**src/rtl/math_adder_multiword_seq_pkg.sv**
```systemverilog
// math_adder_multiword_seq_pkg: shared types and helpers for the multiword adder sequencer
package math_adder_multiword_seq_pkg;
  typedef enum logic [1:0] {ST_IDLE, ST_RUN, ST_DONE} mws_state_t;
  function automatic int clog2_min1(input int v);
    return ($clog2(v) > 1) ? $clog2(v) : 1;
  endfunction
endpackage

```
**src/rtl/math_adder_multiword_seq_if.sv**
```systemverilog
// math_adder_multiword_seq_if: request/result handshake bundle of the multiword adder
interface math_adder_multiword_seq_if #(parameter int N = 32, parameter int WORDS = 4);
  localparam int W = N * WORDS;
  logic i_valid, o_ready, i_c, o_valid, i_ready, o_carry, o_busy;
  logic [W-1:0] i_a, i_b, o_sum;
  modport master (output i_valid, i_a, i_b, i_c, i_ready, input o_ready, o_valid, o_sum, o_carry, o_busy);
  modport slave (input i_valid, i_a, i_b, i_c, i_ready, output o_ready, o_valid, o_sum, o_carry, o_busy);
endinterface

```
**src/rtl/math_adder_brent_kung_032.sv**
```systemverilog
// math_adder_brent_kung_032: combinational N-bit Brent-Kung prefix adder with carry-in
module math_adder_brent_kung_032 #(parameter int N = 32) (
  input  logic [N-1:0] a,
  input  logic [N-1:0] b,
  input  logic         c,
  output logic [N-1:0] s,
  output logic         co
);
  localparam int TOP = 1 << ($clog2(N) - 1);
  logic [N-1:0] g, p, x;
  always_comb begin
    x = a ^ b;
    g = a & b;
    p = x;
    g[0] = g[0] | (p[0] & c);
    for (int d = 1; d < N; d = d * 2)
      for (int i = 2 * d - 1; i < N; i += 2 * d) begin
        g[i] = g[i] | (p[i] & g[i-d]);
        p[i] = p[i] & p[i-d];
      end
    // down-sweep fills the prefixes the up-sweep tree skipped
    for (int d = TOP; d >= 1; d = d / 2)
      for (int i = 3 * d - 1; i < N; i += 2 * d)
        g[i] = g[i] | (p[i] & g[i-d]);
    s = x ^ {g[N-2:0], c};
    co = g[N-1];
  end
endmodule

```
**src/rtl/math_adder_multiword_seq.sv**
```systemverilog
// math_adder_multiword_seq: W-bit addition one N-bit word per clock through a shared adder
module math_adder_multiword_seq
  import math_adder_multiword_seq_pkg::*;
#(
  parameter int N     = 32,
  parameter int WORDS = 4
) (
  input  logic i_clk,
  input  logic i_rst,
  math_adder_multiword_seq_if.slave bus
);
  localparam int W  = N * WORDS;
  localparam int CW = clog2_min1(WORDS);
  mws_state_t state, st, state_n;
  logic [CW-1:0] cnt;
  logic [WORDS-1:0][N-1:0] a_r, b_r, sum_r;
  logic [N-1:0] s;
  logic cr, co, last, acc, valid_r, carry_r;
  math_adder_brent_kung_032 #(.N(N)) u_add (.a(a_r[cnt]), .b(b_r[cnt]), .c(cr), .s(s), .co(co));
  always_comb begin
    st = (state == ST_RUN || state == ST_DONE) ? state : ST_IDLE;
    last = cnt == CW'(WORDS - 1);
    acc = st == ST_IDLE && bus.i_valid;
    state_n = acc ? ST_RUN :
              (st == ST_RUN && last) ? ST_DONE :
              (st == ST_DONE && bus.i_ready) ? ST_IDLE : st;
  end
  always_ff @(posedge i_clk) begin
    if (i_rst) begin
      state <= ST_IDLE;
      cnt <= '0;
      cr <= 1'b0;
      sum_r <= '0;
      carry_r <= 1'b0;
      valid_r <= 1'b0;
    end else begin
      state <= state_n;
      if (acc) begin
        a_r <= bus.i_a;
        b_r <= bus.i_b;
        cr <= bus.i_c;
        cnt <= '0;
      end
      if (st == ST_RUN) begin
        sum_r[cnt] <= s;
        cr <= co;
        cnt <= last ? cnt : cnt + 1'b1;
        if (last) begin
          carry_r <= co;
          valid_r <= 1'b1;
        end
      end
      if (st == ST_DONE && bus.i_ready) valid_r <= 1'b0;
    end
  end
  assign bus.o_ready = st == ST_IDLE && !i_rst;
  assign bus.o_busy = st != ST_IDLE;
  assign bus.o_valid = valid_r;
  assign bus.o_carry = carry_r;
  assign bus.o_sum = W'(sum_r);
endmodule

```
**src/flat_wrapper.sv**
```systemverilog
// flat-port wrapper written by rule: the top's interface ports become plain ports
module math_adder_multiword_seq_flat import math_adder_multiword_seq_pkg::*;
#(
  parameter int N     = 32,
  parameter int WORDS = 4
)
  (i_clk, i_rst, bus_i_valid, bus_i_a, bus_i_b, bus_i_c, bus_i_ready, bus_o_ready, bus_o_valid, bus_o_sum, bus_o_carry, bus_o_busy);
  math_adder_multiword_seq_if #(.N(N), .WORDS(WORDS)) bus_i ();
  input  logic i_clk;
  input  logic i_rst;
  input wire logic [$bits(bus_i.i_valid)-1:0] bus_i_valid;
  input wire logic [$bits(bus_i.i_a)-1:0] bus_i_a;
  input wire logic [$bits(bus_i.i_b)-1:0] bus_i_b;
  input wire logic [$bits(bus_i.i_c)-1:0] bus_i_c;
  input wire logic [$bits(bus_i.i_ready)-1:0] bus_i_ready;
  output wire logic [$bits(bus_i.o_ready)-1:0] bus_o_ready;
  output wire logic [$bits(bus_i.o_valid)-1:0] bus_o_valid;
  output wire logic [$bits(bus_i.o_sum)-1:0] bus_o_sum;
  output wire logic [$bits(bus_i.o_carry)-1:0] bus_o_carry;
  output wire logic [$bits(bus_i.o_busy)-1:0] bus_o_busy;
  assign bus_i.i_valid = bus_i_valid;
  assign bus_i.i_a = bus_i_a;
  assign bus_i.i_b = bus_i_b;
  assign bus_i.i_c = bus_i_c;
  assign bus_i.i_ready = bus_i_ready;
  assign bus_o_ready = bus_i.o_ready;
  assign bus_o_valid = bus_i.o_valid;
  assign bus_o_sum = bus_i.o_sum;
  assign bus_o_carry = bus_i.o_carry;
  assign bus_o_busy = bus_i.o_busy;
  math_adder_multiword_seq #(.N(N), .WORDS(WORDS)) u_core (.i_clk(i_clk), .i_rst(i_rst), .bus(bus_i));
endmodule
```
**config.mk**
```make
export PLATFORM = sky130hd
export DESIGN_NAME = math_adder_multiword_seq_flat
export DESIGN_NICKNAME = d
export VERILOG_FILES = /design/src/rtl/math_adder_multiword_seq_pkg.sv /design/src/rtl/math_adder_multiword_seq_if.sv /design/src/rtl/math_adder_brent_kung_032.sv /design/src/rtl/math_adder_multiword_seq.sv /design/src/flat_wrapper.sv
export SDC_FILE = /design/constraint.sdc
export NUM_CORES = 1
export LEC_CHECK = 0
export CAP_MARGIN = 20
export CORE_AREA = 3 3 179 181
export CTS_BUF_LIST = sky130_fd_sc_hd__clkbuf_2 sky130_fd_sc_hd__clkbuf_4 sky130_fd_sc_hd__clkbuf_8
export CTS_CLUSTER_DIAMETER = 120
export DETAILED_ROUTE_END_ITERATION = 8
export DIE_AREA = 0 0 182 184
export PLACE_DENSITY = 0.8
export SETUP_SLACK_MARGIN = 0.1
export SYNTH_ARGS = -nofsm -noshare
export SYNTH_HDL_FRONTEND = slang
export SYNTH_SLANG_ARGS = --single-unit
```
**constraint.sdc**
```tcl
create_clock -name i_clk -period 15.36 [get_ports i_clk]
set_input_delay 3.072 -clock i_clk [delete_from_list [all_inputs] [get_ports i_clk]]
set_output_delay 3.072 -clock i_clk [all_outputs]
set_load 0.01 [all_outputs]
```
==> flow_summary.json <==
{
  "cts-resized-gates": 0,
  "path_cells": "buf_4, nor2_1, clkdlybuf4s50_1",
  "cp.required_ns": 12.29,
  "drt-wirelength-per-cell_um": 21.3,
  "grt_util_met2_pct": 38.7,
  "vias": 9998,
  "period_needed_ns": 7.19,
  "fin_crit_sh_pct": 46.8,
  "timing.final.ws_setup_ns": 8.17,
  "netlist_area_um2": 15200,
  "crit_buf_inv": 2,
  "dr.pass1.iters": 5,
  "cp_top_family": "buffers and inverters",
  "setup_tns_ns": 0,
  "end_kind": "output pin",
  "status": "finished, final reports clean",
  "powerDensity_nw_per_um2": 120,
  "ir_drop_mv": 0.0732,
  "cp.arrival_ns": 4.12,
  "dp_slack_ns": 8.23,
  "syn_area_per_cell_um2": 14.8,
  "seq_area_frac_synth_pct": 68.2,
  "syn_inst": 1032,
  "initial_core_util_pct": 49.8,
  "grt_pass1_vias": 10200,
  "met1_usage_pct": 30.5,
  "rsz0062_at_grt": "no",
  "drt_iter0_drc": 757,
  "clk_latency_ns": 0.59,
  "slew_headroom_pct": 20.8,
  "gp_congestion": 0.849,
  "cts-root-buf": "clkbuf_8",
  "crit_type": "input pin to output pin",
  "use_met3_pct": 4.79,
  "die-height_um": 184,
  "setup_viol": 0,
  "crit_path_top_delay_cell": "clkdlybuf4s50_1",
  "h-tree-depth": 2,
  "start_kind": "input pin",
  "dieWidth_um": 182,
  "ys_seq_elements": 391,
  "cap_violations": 0,
  "cts_sinks": 391,
  "slew_viol_final": 0,
  "cts_buffer_depth": 3,
  "place_area_um2": 19500,
  "final_hold_viol_count": 0,
  "leakage_nw": 6.99,
  "grt_busiest_layer": "met2",
  "wirelength_mm": 39.9,
  "synth_nets": 1348,
  "core_area_um2": 30600,
  "cts_hold_buf": 0,
  "die_area_um2": 33500,
  "tightest_slew_ns": 1.19,
  "dp_hpwl_mm": 29.2,
  "synthArstFlopShare_pct": 0,
  "grtUsageTotal_pct": 23.3,
  "final_cell_area_um2": 20600,
  "drive_above_1_share_pct": 11.3,
  "max_freq_mhz": 139,
  "io_pins": 393,
  "cts_buffers": 60,
  "grt_pass1_wl_mm": 59.3,
  "synthTopCellsByArea": "edfxtp_1, dfxtp_1, mux4_2",
  "ant_nets": 0,
  "synth_ff_type": "edfxtp_1",
  "drc": 0,
  "antenna_found_initial": 3,
  "crit_fanout": 42,
  "grt_overflow": 0,
  "vias_per_cell": 5.34,
  "post_cts_buffers": 0,
  "cpPeakStageDelay_ns": 0.59,
  "synth_top_cell_area_share_pct": 50.5,
  "row_count": 64,
  "cts_tree": "built",
  "port_buffers": 392,
  "grt_max_degree": 201,
  "clk_pin_slew_ns": 0.06,
  "worstHoldPathType": "register to register",
  "synth_edf_count": 256,
  "synth_warnings": 0,
  "skew_ns": 0.0143,
  "fin_nets": 1750,
  "yosys.area.top_type": "edfxtp_1",
  "syn2layout_area_growth_pct": 35.3,
  "yosysUniqueCellTypes": 42
}
## cells in the mapped netlist (10+ instances only)
master	count
dfxtp_1	135
nor2_1	115
a211oi_1	68
a21oi_1	79
o21ai_0	11
nand2_1	107
ha_1	38
xnor2_1	10
fa_1	17
clkbuf_1	48
inv_1	26
mux4_2	64
edfxtp_1	256
## stage by stage
step	power, mW	hold slack, ns	cells	utilization, %
floorplan	1.47	0.481	1032	-
global placement	1.67	0.442	1768	63.7
detailed placement	1.69	0.449	1768	63.7
CTS	2.49	0.458	1869	67.3
global route	2.57	0.475	1871	67.4
finish	2.47	0.458	1872	67.4
## metal layers
layer / share of wire, % / up-vias
li1: - / 4653
met1: 40 / 4800
met2: 50 / 448
met3: 7.2 / 95
met4: 3.6 / 2
met5: 0.033 / -
## layout make-up
cell class	instances	area, µm²
Sequential cell	391	10400
Fill cell	2156	9980
Multi-Input combinational cell	557	4520
Timing Repair Buffer	398	3980
Clock buffer	77	985
Tap cell	396	495
Clock inverter	24	125
Inverter	26	97.6
Antenna cell	3	7.51
## logic make-up (layout without fill, tap and decap cells)
| logic type | after synthesis | after routing | synth area share [%] |
|---|---|---|---|
| muxes | 64 | 64 | 9.47 |
| buffers and inverters | 84 | 525 | 2.14 |
| AOI/OAI and AO/OA | 182 | 182 | 7.73 |
| other | 0 | 3 | 0 |
| DFF | 391 | 391 | 68.2 |
| xor gates and xnor gates | 15 | 15 | 0.863 |
| adders and majority gates | 55 | 55 | 5.36 |
| and+or+nand+nor | 241 | 241 | 6.22 |
## path summary, 6_finish.rpt
path	start	endpoint	slack, ns	cells after the start
worst max register to register	u_core.cnt[0]	u_core.bus.o_sum[123]	10.23	14
worst max-delay path	i_rst	bus_o_ready	8.17	3
worst min-delay path	u_core.bus.o_sum[68]	u_core.bus.o_sum[68]	0.46	2
worst min register to register	u_core.bus.o_sum[68]	u_core.bus.o_sum[68]	0.46	2
## cells in the final DEF, fill, tap and decap left out, types with 2 or more instances in the layout
cell type        instances
a211oi_1                68
a21o_1                   4
a21oi_1                 79
a31oi_1                  2
and2_1                   3
and2_2                   2
buf_4                    6
clkbuf_4                12
clkbuf_8                65
clkdlybuf4s50_1        391
clkinv_1                16
clkinv_2                 7
dfxtp_1                133
dfxtp_4                  2
diode_2                  3
edfxtp_1               256
fa_1                    17
ha_1                    38
inv_1                   26
mux4_2                  64
nand2_1                107
nand3_1                  2
nand4_1                  2
nor2_1                 115
nor3_1                   3
o211ai_1                 2
o21a_1                   2
o21ai_0                 11
o21ai_1                  3
xnor2_1                 10
xor2_1                   5
## where the power goes
group          switching [mW]  internal, mW
registers              0.0263          1.18
logic                   0.251         0.207
clock network           0.380         0.430
## state kept, by name (all words and copies together) (netlist names)
signal and flops:
u_core.cnt 2, u_core.bus.o_sum 128, u_core.bus.o_carry 1, u_core.b_r 128, u_core.state 2, u_core.a_r 128
u_core.cr 1, u_core.bus.o_valid 1
## tightest hold or removal path, cell delays in order, from the launching register on
cell and delay [ns]:
dfxtp_1 0.31, nand2_1 0.05, a21oi_1 0.05
No activity file was read; power rests on OpenSTA's default activity.
